**src/rtl/axi4_default_slave.sv**
```systemverilog
`default_nettype none
// ============================================================================
// Module   : axi4_default_slave
// Purpose  : Completes every unrouted or denied AXI4 transaction with an error
//            response, and logs an error count plus the last faulting address.
// Revision : 1.0
// ============================================================================
module axi4_default_slave #(
    parameter int ADDR_WIDTH    = 32,
    parameter int DATA_WIDTH    = 32,
    parameter int ID_WIDTH      = 4,
    parameter int ERR_CNT_WIDTH = 16
) (
    input  logic                     aclk,
    input  logic                     aresetn,
    input  logic [ID_WIDTH-1:0]      s_awid,
    input  logic [ADDR_WIDTH-1:0]    s_awaddr,
    input  logic                     s_aw_perm_err,
    input  logic                     s_awvalid,
    output logic                     s_awready,
    input  logic                     s_wlast,
    input  logic                     s_wvalid,
    output logic                     s_wready,
    output logic [ID_WIDTH-1:0]      s_bid,
    output logic [1:0]               s_bresp,
    output logic                     s_bvalid,
    input  logic                     s_bready,
    input  logic [ID_WIDTH-1:0]      s_arid,
    input  logic [ADDR_WIDTH-1:0]    s_araddr,
    input  logic [7:0]               s_arlen,
    input  logic                     s_ar_perm_err,
    input  logic                     s_arvalid,
    output logic                     s_arready,
    output logic [ID_WIDTH-1:0]      s_rid,
    output logic [DATA_WIDTH-1:0]    s_rdata,
    output logic [1:0]               s_rresp,
    output logic                     s_rlast,
    output logic                     s_rvalid,
    input  logic                     s_rready,
    output logic [ERR_CNT_WIDTH-1:0] err_count,
    output logic [ADDR_WIDTH-1:0]    last_err_addr,
    output logic                     last_err_is_write
);

    localparam logic [1:0] W_IDLE = 2'd0;
    localparam logic [1:0] W_DATA = 2'd1;
    localparam logic [1:0] W_RESP = 2'd2;

    localparam logic [0:0] R_IDLE = 1'b0;
    localparam logic [0:0] R_DATA = 1'b1;

    localparam logic [1:0] RESP_SLVERR = 2'b10;
    localparam logic [1:0] RESP_DECERR = 2'b11;

    localparam logic [ERR_CNT_WIDTH-1:0] ERR_CNT_MAX = '1;

    logic [1:0]               w_state_q, w_state_d;
    logic [0:0]               r_state_q, r_state_d;
    logic                     en_q;
    logic [ID_WIDTH-1:0]      bid_q, bid_d;
    logic [1:0]               bresp_q, bresp_d;
    logic [ID_WIDTH-1:0]      rid_q, rid_d;
    logic [1:0]               rresp_q, rresp_d;
    logic [7:0]               len_q, len_d;
    logic [7:0]               beat_cnt_q, beat_cnt_d;
    logic [ERR_CNT_WIDTH-1:0] err_cnt_q, err_cnt_d;
    logic [ADDR_WIDTH-1:0]    last_addr_q, last_addr_d;
    logic                     last_is_wr_q, last_is_wr_d;

    logic                     aw_hs, w_hs, ar_hs, r_hs;
    logic [1:0]               err_inc;
    logic [ERR_CNT_WIDTH:0]   err_sum;

    assign aw_hs = s_awvalid & s_awready;
    assign w_hs  = s_wvalid  & s_wready;
    assign ar_hs = s_arvalid & s_arready;
    assign r_hs  = s_rvalid  & s_rready;

    // en_q holds the address readies low for the whole reset cycle
    always_ff @(posedge aclk) begin
        if (!aresetn) begin
            w_state_q    <= W_IDLE;
            r_state_q    <= R_IDLE;
            en_q         <= 1'b0;
            bid_q        <= '0;
            bresp_q      <= '0;
            rid_q        <= '0;
            rresp_q      <= '0;
            len_q        <= '0;
            beat_cnt_q   <= '0;
            err_cnt_q    <= '0;
            last_addr_q  <= '0;
            last_is_wr_q <= 1'b0;
        end else begin
            w_state_q    <= w_state_d;
            r_state_q    <= r_state_d;
            en_q         <= 1'b1;
            bid_q        <= bid_d;
            bresp_q      <= bresp_d;
            rid_q        <= rid_d;
            rresp_q      <= rresp_d;
            len_q        <= len_d;
            beat_cnt_q   <= beat_cnt_d;
            err_cnt_q    <= err_cnt_d;
            last_addr_q  <= last_addr_d;
            last_is_wr_q <= last_is_wr_d;
        end
    end

    always_comb begin
        w_state_d    = w_state_q;
        bid_d        = bid_q;
        bresp_d      = bresp_q;
        r_state_d    = r_state_q;
        rid_d        = rid_q;
        rresp_d      = rresp_q;
        len_d        = len_q;
        beat_cnt_d   = beat_cnt_q;
        last_addr_d  = last_addr_q;
        last_is_wr_d = last_is_wr_q;

        case (w_state_q)
            W_IDLE: begin
                if (aw_hs) begin
                    w_state_d = W_DATA;
                    bid_d     = s_awid;
                    bresp_d   = s_aw_perm_err ? RESP_SLVERR : RESP_DECERR;
                end
            end
            W_DATA: begin
                // Burst end is taken from wlast alone; the write length is never tracked
                if (w_hs && s_wlast) begin
                    w_state_d = W_RESP;
                end
            end
            W_RESP: begin
                if (s_bvalid && s_bready) begin
                    w_state_d = W_IDLE;
                end
            end
            default: w_state_d = W_IDLE;
        endcase

        case (r_state_q)
            R_IDLE: begin
                if (ar_hs) begin
                    r_state_d  = R_DATA;
                    rid_d      = s_arid;
                    len_d      = s_arlen;
                    rresp_d    = s_ar_perm_err ? RESP_SLVERR : RESP_DECERR;
                    beat_cnt_d = '0;
                end
            end
            R_DATA: begin
                if (r_hs) begin
                    if (s_rlast) begin
                        r_state_d = R_IDLE;
                    end else begin
                        beat_cnt_d = beat_cnt_q + 8'd1;
                    end
                end
            end
            default: r_state_d = R_IDLE;
        endcase

        err_inc = {1'b0, aw_hs} + {1'b0, ar_hs};
        err_sum = {1'b0, err_cnt_q} + {{(ERR_CNT_WIDTH-1){1'b0}}, err_inc};
        err_cnt_d = err_sum[ERR_CNT_WIDTH] ? ERR_CNT_MAX : err_sum[ERR_CNT_WIDTH-1:0];

        // A simultaneous write fault takes precedence in the address log
        if (aw_hs) begin
            last_addr_d  = s_awaddr;
            last_is_wr_d = 1'b1;
        end else if (ar_hs) begin
            last_addr_d  = s_araddr;
            last_is_wr_d = 1'b0;
        end
    end

    always_comb begin
        s_awready         = en_q && (w_state_q == W_IDLE);
        s_wready          = (w_state_q == W_DATA);
        s_bvalid          = (w_state_q == W_RESP);
        s_bid             = bid_q;
        s_bresp           = bresp_q;
        s_arready         = en_q && (r_state_q == R_IDLE);
        s_rvalid          = (r_state_q == R_DATA);
        s_rlast           = (r_state_q == R_DATA) && (beat_cnt_q == len_q);
        s_rid             = rid_q;
        s_rresp           = rresp_q;
        s_rdata           = '0;
        err_count         = err_cnt_q;
        last_err_addr     = last_addr_q;
        last_err_is_write = last_is_wr_q;
    end

endmodule
`default_nettype wire
```
**config.mk**
```make
export PLATFORM = sky130hd
export DESIGN_NAME = axi4_default_slave
export DESIGN_NICKNAME = d
export VERILOG_FILES = /design/src/rtl/axi4_default_slave.sv
export SDC_FILE = /design/constraint.sdc
export NUM_CORES = 1
export LEC_CHECK = 0
export ABC_AREA = 1
export CORE_MARGIN = 8
export CORE_UTILIZATION = 44
export DETAILED_ROUTE_END_ITERATION = 10
export HOLD_SLACK_MARGIN = 0.06
export PLACE_DENSITY = 0.95
export SYNTH_ARGS = -nofsm -noshare
export SYNTH_HDL_FRONTEND = slang
export SYNTH_SLANG_ARGS = --single-unit
```
**constraint.sdc**
```tcl
create_clock -name aclk -period 3.92 [get_ports aclk]
set_input_delay 0.784 -clock aclk [delete_from_list [all_inputs] [get_ports aclk]]
set_output_delay 0.784 -clock aclk [all_outputs]
set_load 0.01 [all_outputs]
```
# == Word level (Yosys, flattened, before mapping) ==
# Cells that the tools add are included.
# totals
out_inout_bits,99
ramBits,0
latch_bits,0
wordCells,60
mem_count,0
mem_bits_ro,0
input_bits,90
register_bits,81
# classes
mul,0
mux,20
bitwise,5
n_eq_ne,9
n_reduce_logical,11
div_mod_pow,0
n_addsub,3
n_lt_le_gt_ge,0
shifts,0
# ops
operator,n
32-bit 2-to-1 mux,2
8-bit 2-to-1 mux,3
16-bit by 2-bit adder with 17-bit output,1
16-bit 2-to-1 mux,1
8-bit one-hot mux with 2 select lines,1
8-bit by 1-bit adder with 8-bit output (second input constant),1
8-bit == test,1
1-bit 2-to-1 mux,8
2-bit 2-to-1 mux,3
2-bit by 1-bit != test with 1-bit output (second input constant),3
2-bit != test (second input constant),3
2-bit one-hot mux with 3 select lines,1
3-bit AND reduction,2
1-bit logical AND,5
1-bit AND,4
2-bit AND reduction,2
1-bit by 1-bit adder with 2-bit output,1
2-bit by 1-bit == test with 1-bit output (second input constant),1
2-bit == test (second input constant),1
2-bit zero test,1
1-bit one-hot mux with 2 select lines,1
2-bit nonzero test,1
1-bit NOT,1

# == Depth between registers and ports, before layout ==
# Gate-level depths: netlist (run 1).
# logic_depth
ltp_word,6
depth_mapped,15
mapped_depth_nobuf,14

# == Least setup slack after synthesis (run 1) ==
# No wires, ideal clock.
# synth_timing
path_kind,input to register
startpoint,input port s_awvalid
endpoint,"register err_cnt_q[13], in the netlist err_count[13]"
path_buffers,0
t_arrival_ns,2.321
stages,10
slack_ns,1.490
cell_sequence,nand2_1 -> clkinv_1 -> fa_1 -> ha_1 -> nand2_1 -> nor3_4 -> nand4_2 -> nand3_1 -> nand2_1 -> inv_1
# synth_via
elab_chain_cells,4
# synth_lines
element,line_no,rtl
"start, declared",19,"input logic s_awvalid,"
1-bit AND,74,assign aw_hs = s_awvalid & s_awready;
net aw_hs,70,"logic aw_hs, w_hs, ar_hs, r_hs;"
1-bit by 1-bit adder with 2-bit output,166,"err_inc = {1'b0, aw_hs} + {1'b0, ar_hs};"
16-bit by 2-bit adder with 17-bit output,167,"err_sum = {1'b0, err_cnt_q} + {{(ERR_CNT_WIDTH-1){1'b0}}, err_inc};"
16-bit 2-to-1 mux,168,err_cnt_d = err_sum[ERR_CNT_WIDTH] ? ERR_CNT_MAX : err_sum[ERR_CNT_WIDTH-1:0];
"end signal, assigned",104,err_cnt_q <= err_cnt_d;
"end, declared",66,"logic [ERR_CNT_WIDTH-1:0] err_cnt_q, err_cnt_d;"
# The timed path passes the listed nets, and every way through them passes these cells.
# A chain may end at the register's enable or synchronous reset.

# == Worst setup path in the final report (run 1) ==
# layout_timing
startpoint,register beat_cnt_q[3]
endpoint,output port s_rlast
# layout_via
elab_chain_cells,2
# layout_lines
element,line_no,rtl
"start, declared",65,"logic [7:0] beat_cnt_q, beat_cnt_d;"
"start signal, assigned",103,beat_cnt_q <= beat_cnt_d;
8-bit == test,188,s_rlast = (r_state_q == R_DATA) && (beat_cnt_q == len_q);
1-bit logical AND,188,
"end, declared",37,"output logic s_rlast,"
# Every way passes these cells.

==> results of run 1 <==
cell usage in the layout (no fill, tap or decap), types with 6 or more instances in the layout:
master | synthesis | routed
clkdlybuf4s50_1 | 0 | 156
nand2_1 | 141 | 140
dfxtp_1 | 81 | 81
o21ai_0 | 46 | 46
a21oi_1 | 39 | 39
inv_1 | 33 | 33
a31oi_1 | 32 | 32
conb_1 | 1 | 32
nor2_1 | 24 | 24
nand3_1 | 19 | 19
clkbuf_8 | 1 | 11
xor2_1 | 8 | 8
xnor2_1 | 7 | 7
nand3_2 | 6 | 6
synthesized netlist by cell type, types with 3 or more instances:
cell and n:
xnor2_1 7, nand3_1 19, nor3_1 5, nor2_2 5, a21oi_1 39, inv_2 4
buf_4 34, nand3_2 6, dfxtp_1 81, and2_1 3, clkbuf_1 8, inv_1 33
xor2_1 8, nand2_1 141, buf_2 14, nor2_1 24, a31oi_1 32, o21ai_0 46
per-stage QoR:
stage / area [µm²] / hold slack (ns) / std cells / total power [µW]
2_1_floorplan: 4080 / 0.444 / 569 / 1130
3_3_place_gp: 5420 / 0.451 / 777 / 1310
3_5_place_dp: 5420 / 0.457 / 777 / 1330
4_1_cts: 5610 / 0.469 / 793 / 1900
5_1_grt: 5610 / 0.484 / 793 / 1980
6_report: 5610 / 0.468 / 793 / 1890
layer usage:
layer / GRT usage / part of all wire / vias up
met5: 0 / 0 / -
met4: 0.0793 / 0.026 / 0
met3: 0.0774 / 0.082 / 25
met2: 0.369 / 0.52 / 167
met1: 0.196 / 0.37 / 1895
li1: - / - / 1988
power by group:
group,switching (µW),internal (µW),leakage (µW)
Combinational,192,209,0.00138
Clock,311,267,0.0000919
Sequential,35.9,874,0.000664
logic make-up (layout without fill, tap and decap cells):
logic type | Yosys count | after routing | share of synthesized area
DFF | 81 | 81 | 0.409
buffers and inverters | 98 | 214 | 0.134
adders and majority gates | 3 | 3 | 0.0114
xor gates and xnor gates | 15 | 15 | 0.0332
and+or+nand+nor | 214 | 214 | 0.237
other | 1 | 32 | 0.000946
AOI/OAI and AO/OA | 126 | 126 | 0.175
cell type report:
type | instances | area (µm²) | area share
clock inverters | 5 | 37.5 | 0.00669
repair buffers | 160 | 1590 | 0.284
well taps | 108 | 135 | 0.0241
flip-flops and latches | 81 | 1620 | 0.289
inverters | 38 | 143 | 0.0254
clock buffers | 11 | 151 | 0.0270
multi-input cells | 390 | 1930 | 0.344
worst min path at each step:
| stage | cells past startpoint | slack [ns] | endpoint |
|---|---|---|---|
| finish | 2 | 0.47 | last_err_is_write$_SDFFE_PN0P_ |
| global route | 2 | 0.48 | last_err_is_write$_SDFFE_PN0P_ |
| CTS | 2 | 0.47 | last_err_is_write$_SDFFE_PN0P_ |
| detailed placement | 2 | 0.46 | s_rid[0]$_SDFFE_PN0P_ |
| global placement | 1 | 0.45 | s_rresp[1]$_SDFFE_PN0P_ |
| floorplan | 2 | 0.44 | len_q[0]$_SDFFE_PN0P_ |
sequential cells by signal, summed over array words and instances (netlist names):
signal,count
last_err_addr,32
err_count,16
beat_cnt_q,8
len_q,8
s_bid,4
s_rid,4
s_bresp,2
s_rresp,2
w_state_q,2
en_q,1
last_err_is_write,1
s_rvalid,1
worst register-to-register path: cells and delay by family, from the launching register on:
kind | cells | cell delay [ns]
AND/OR/NAND/NOR | 7 | 1.32
adder cells (fa/ha/maj) | 2 | 0.48
flip-flops | 1 | 0.33
buffers and inverters | 2 | 0.26
==> flow_metrics.tcl, run 1 <==
set metrics [dict create \
    power.leakage_uw 0.00213 \
    crit_path_max_incr_delay_ns 0.60 \
    grt_usage 0.200 \
    numCtsBuffers 9 \
    finish.utilization 0.643 \
    detail_route.drc_violations 0 \
    critPathRequiredTime_ns 3.14 \
    worstSetupEndpointType "output port" \
    min_from "last_err_is_write$_SDFFE_PN0P_" \
    clock_tree.root_cell "clkbuf_8" \
    timing.final.ws_setup_ns 1.14 \
    fill_cells 717 \
    preCtsSetupSlack_ns 0.819 \
    worstReg2RegEnd "err_count[15]$_SDFF_PN0_" \
    path_cells "inv_1, nand2_1, nand4_1, nor4_1, clkdlybuf4s50_1" \
    routed-via-count 4075 \
    yosys_warnings 0 \
    critical_path_depth 5 \
    drt_first_iter_violations 226 \
    clk_transition_reported_paths_ns 0.08 \
    antenna_found_initial 0 \
    die_w_um 111 \
    hold_violations 0 \
    max-clock-path-buffers 2 \
    global_route_wire_length_before_repair_um 20700 \
    synth_edf_count 0 \
    floorplan.die.height_um 111 \
    critical_path.slowest_cell "clkdlybuf4s50_1" \
    starting_density_of_the_core 0.454 \
    routedWlPerCell_um 16.0 \
    max_slew_headroom 0.507 \
    finalCriticalPeriod_ns 2.78 \
    peakVddDrop_mv 0.233 \
    critPathMaxFanout 6 \
    synthTopCellsByArea "dfxtp_1 (41%), nand2_1 (13%), buf_4 (6.4%)" \
    cts.sink_count 81 \
    final-setup-viol-count 0 \
    grt_remaining_overflow 0 \
    synth.largest_area_cell "dfxtp_1" \
    power_per_cell_area_mw_per_mm2 337 \
    die_area_mm2 0.0123 \
    ioPinCount 189 \
    outcome "finished, final reports clean" \
    timing.setup.critical_path_class "flip-flop to output port" \
    place.port_buffers 156 \
    worst_setup_path_startpoint "beat_cnt_q[3]$_SDFFE_PN0P_" \
    synth_ff_type "dfxtp_1" \
    diodes 0 \
    grt_setup_unrepaired "no" \
    crit-reg2reg-launch "w_state_q[0]$_SDFFE_PN0P_" \
    final_critical_path_share_of_the_clock_period 0.710 \
    grt_start_max_net_pins 71 \
    final_net_count 773 \
    tritoncts_clock_tree "done" \
    postRouteAntennaNets 0 \
    firstDrtPassIters 5 \
    maxSlewViolCount 0 \
    syn_area_cell_um2 7.37 \
    postCtsSetupBuffers 0 \
    gp_congestion 0.917 \
    ctsHoldBuffers 0 \
    std_cell_core_area_mm2 0.00872 \
    first_global_vias 4330 \
    seq_area_frac_synth 0.409 \
    critical_path.top_delay_family "buffers and inverters" \
    synthesis.instances 538 \
    max_cap_viol 0 \
    maxClockFrequency_ghz 0.359 \
    rr_worst_depth 11 \
    setup.worst_path.start_class "flip-flop" \
    yosys_register_bits 81 \
    worst_ep_arrival_time_ns 2.00 \
    hpwlAfterDp_um 9540 \
    placement_rows 34 \
    critical_path_sink "s_rlast" \
    htree_num_levels 3 \
    ctsResizeCount 0 \
    drt-vias-per-instance 5.14 \
    timing.reg2reg.setup_slack_ns 1.48 \
    syn_area_mm2 0.00396 \
    ys_async_sr_fraction 0 \
    layout-area-overhead-vs-synth_pct 41.6 \
    finalWirelength_um 12700 \
    synth_top_area_share 0.409 \
    final_layout_size_suffix_gt1_frac 0.0628 \
    crit_buf_inv 2 \
    setup_skew_after_layout_ns 0.0105 \
    synth.lib_cells_used.distinct 38 \
    worst_pin_slew_ns 0.737 \
    hold_path_class "flip-flop to flip-flop" \
    setup_total_negative_slack_ns 0 \
    worstSkewPairLatency_ns 0.34 \
]
(Power assumes the default switching activity.)
==> run 2, diff against run 1 <==
--- a/config.mk
+++ b/config.mk
@@ -7,10 +7,10 @@
 export LEC_CHECK = 0
 export ABC_AREA = 1
 export CORE_MARGIN = 8
-export CORE_UTILIZATION = 44
+export CORE_UTILIZATION = 41
 export DETAILED_ROUTE_END_ITERATION = 10
 export HOLD_SLACK_MARGIN = 0.06
-export PLACE_DENSITY = 0.95
+export PLACE_DENSITY = 0.91
 export SYNTH_ARGS = -nofsm -noshare
 export SYNTH_HDL_FRONTEND = slang
 export SYNTH_SLANG_ARGS = --single-unit
==> constraint.sdc (replaced) <==
create_clock -name aclk -period 2.6 [get_ports aclk]
set_input_delay 0.52 -clock aclk [delete_from_list [all_inputs] [get_ports aclk]]
set_output_delay 0.52 -clock aclk [all_outputs]
set_load 0.01 [all_outputs]
==> run 2 against run 1 <==
  * First-iteration DRC count grew 6.2%
  * Clock-buffer cell count is the same
  * Sequential power grew 51%
  * Power grew 54%
  * Sequential share of layout area shrank 0.25 points
  * Clock skew grew 0.0060 ns
  * Non-clock buffer count grew 2
  * Hold slack lost 0.0030 ns
  * Core utilization shrank 5.3 points
  * Flip-flop and latch count is the same
  * Combinational power grew 52%
  * Highest routed layer unchanged
==> flow_metrics.tcl, run 2 (synthesized netlist as in run 1, its figures left out) <==
set metrics [dict create \
    die_w_um 114 \
    worst_ep_arrival_time_ns 1.96 \
    grt_start_max_net_pins 71 \
    grt_remaining_overflow 0 \
    final.hold.worst_slack_ns 0.465 \
    clock_tree.root_cell "clkbuf_8" \
    seqPwrFrac 0.472 \
    fill_cells 873 \
    finalWirelength_um 12500 \
    multi_input_area_mm2 0.00193 \
    outcome "finished, final reports clean" \
    std_cell_core_area_mm2 0.00959 \
    ioPinCount 189 \
    hold_path_class "flip-flop to flip-flop" \
    clk_transition_reported_paths_ns 0.08 \
    final-instance-count-excl-fill 819 \
    final_critical_path_share_of_the_clock_period 0.952 \
    layout_commonest_cell "clkdlybuf4s50_1" \
    crit_path_max_incr_delay_ns 0.60 \
    path_cells "inv_2, nand2_1, nand4_1, nor4_1, clkdlybuf4s50_1" \
    setup_skew_after_layout_ns 0.0164 \
    final_net_count 775 \
    numCtsBuffers 9 \
    max_slew_headroom 0.589 \
    peakVddDrop_mv 0.239 \
    place.port_buffers 156 \
    max_cap_viol 0 \
    ctsResizeCount 0 \
    power_per_cell_area_mw_per_mm2 513 \
    ctsHoldBuffers 0 \
    die_area_mm2 0.0131 \
    final_layout_size_suffix_gt1_frac 0.0641 \
    grt_usage 0.184 \
    maxClockFrequency_ghz 0.404 \
    antenna_found_initial 0 \
    clock_power_share 0.318 \
    worst_pin_slew_ns 0.616 \
    drt_first_iter_violations 240 \
    drt-vias-per-instance 5.00 \
    power.leakage_uw 0.00214 \
    critPathMaxFanout 6 \
    place_inst 804 \
    cts.sink_count 81 \
    routed-via-count 4097 \
    detail_route.drc_violations 0 \
    placement_rows 36 \
    routedWlPerCell_um 15.3 \
    maxSlewViolCount 0 \
    most-common-layout-cells "clkdlybuf4s50_1 (156), nand2_1 (140), dfxtp_1 (80), o21ai_0 (46), a21oi_1 (39)" \
    postCtsSetupBuffers 0 \
    timing.final.ws_setup_ns 0.124 \
    max_reg_flops 32 \
    preCtsSetupSlack_ns -0.0401 \
    power_switching_share 0.276 \
    layout-area-overhead-vs-synth_pct 42.9 \
    power_frac_comb 0.209 \
    hold_violations 0 \
    finalCriticalPeriod_ns 2.48 \
    worstSkewPairLatency_ns 0.35 \
    critPathRequiredTime_ns 2.08 \
    floorplan.die.height_um 114 \
    htree_num_levels 3 \
    timing.setup.critical_path_class "flip-flop to output port" \
    first_global_vias 4045 \
    diodes 0 \
    worstSetupEndpointType "output port" \
    finalPower_uw 2910 \
    grt_setup_unrepaired "no" \
    total_switching_power_uw 802 \
    max-clock-path-buffers 2 \
    setup.worst_path.start_class "flip-flop" \
    postRouteAntennaNets 0 \
    final-setup-viol-count 0 \
    cellInternalPower_uw 2100 \
    register_area_mm2 0.00162 \
    gp_congestion 0.920 \
    starting_density_of_the_core 0.413 \
    firstDrtPassIters 5 \
    critical_path.slowest_cell "clkdlybuf4s50_1" \
    tritoncts_clock_tree "done" \
    hpwlAfterDp_um 9450 \
    global_route_wire_length_before_repair_um 19400 \
]
## run 2: changes by cell type in the layout (fill, tap and decap cells not counted)
cell | before | now
clkinv_2 | 1 | 0
inv_6 | 1 | 0
clkbuf_1 | 0 | 1
dfxtp_1 | 81 | 80
bufinv_16 | 0 | 1
clkbuf_8 | 11 | 10
dfxtp_2 | 0 | 1
buf_4 | 4 | 6
## run 2: path summary, 6_finish.rpt
check	depth (start not counted)	endpoint	slack, ns	from
hold reg to reg	2	s_bid[1]$_SDFFE_PN0P_	0.47	s_bid[1]$_SDFFE_PN0P_
setup reg to reg	11	err_count[15]$_SDFF_PN0_	0.29	w_state_q[0]$_SDFFE_PN0P_
hold / removal	2	s_bid[1]$_SDFFE_PN0P_	0.47	s_bid[1]$_SDFFE_PN0P_
setup / recovery	5	s_rlast	0.12	beat_cnt_q[5]$_SDFFE_PN0P_
## run 2: area by class of cell
cell class              count  area share
flip-flops and latches     81       0.287
inverters                  38      0.0252
clock inverters             4     0.00950
clock buffers              11      0.0250
well taps                 133      0.0294
repair buffers            162       0.284
multi-input cells         390       0.341
## run 2: metrics by stage
| stage | setup TNS [ns] | cell area [µm²] | util |
|---|---|---|---|
| detailed placement | -0.0629 | 5470 | 0.570 |
| floorplan | 0 | 4080 | - |
| finish | 0 | 5660 | 0.590 |
| CTS | 0 | 5660 | 0.590 |
| global route | 0 | 5660 | 0.590 |
| global placement | 0 | 5470 | 0.570 |
## run 2: power by group through the flow
stage          Clock [µW]  Sequential [µW]  Combinational, µW
6_report              925             1370                609
3_3_place_gp            0             1400                595
4_1_cts               947             1370                612
3_5_place_dp            0             1400                608
2_1_floorplan           0             1420                288
5_1_grt              1000             1380                667
## run 2: per-layer routing
metal  track usage  wire (µm)  up-vias
li1              -          -     1997
met1         0.192       4710     1892
met2         0.334       6320      185
met3        0.0680       1230       23
met4        0.0603        232        0
met5             0          0        -
## run 2: critical path, delay by kind of cell (launching register included)
kind,cells,cell delay [ns]
buf+inv,2,0.68
flops,1,0.46
simple gates,3,0.47
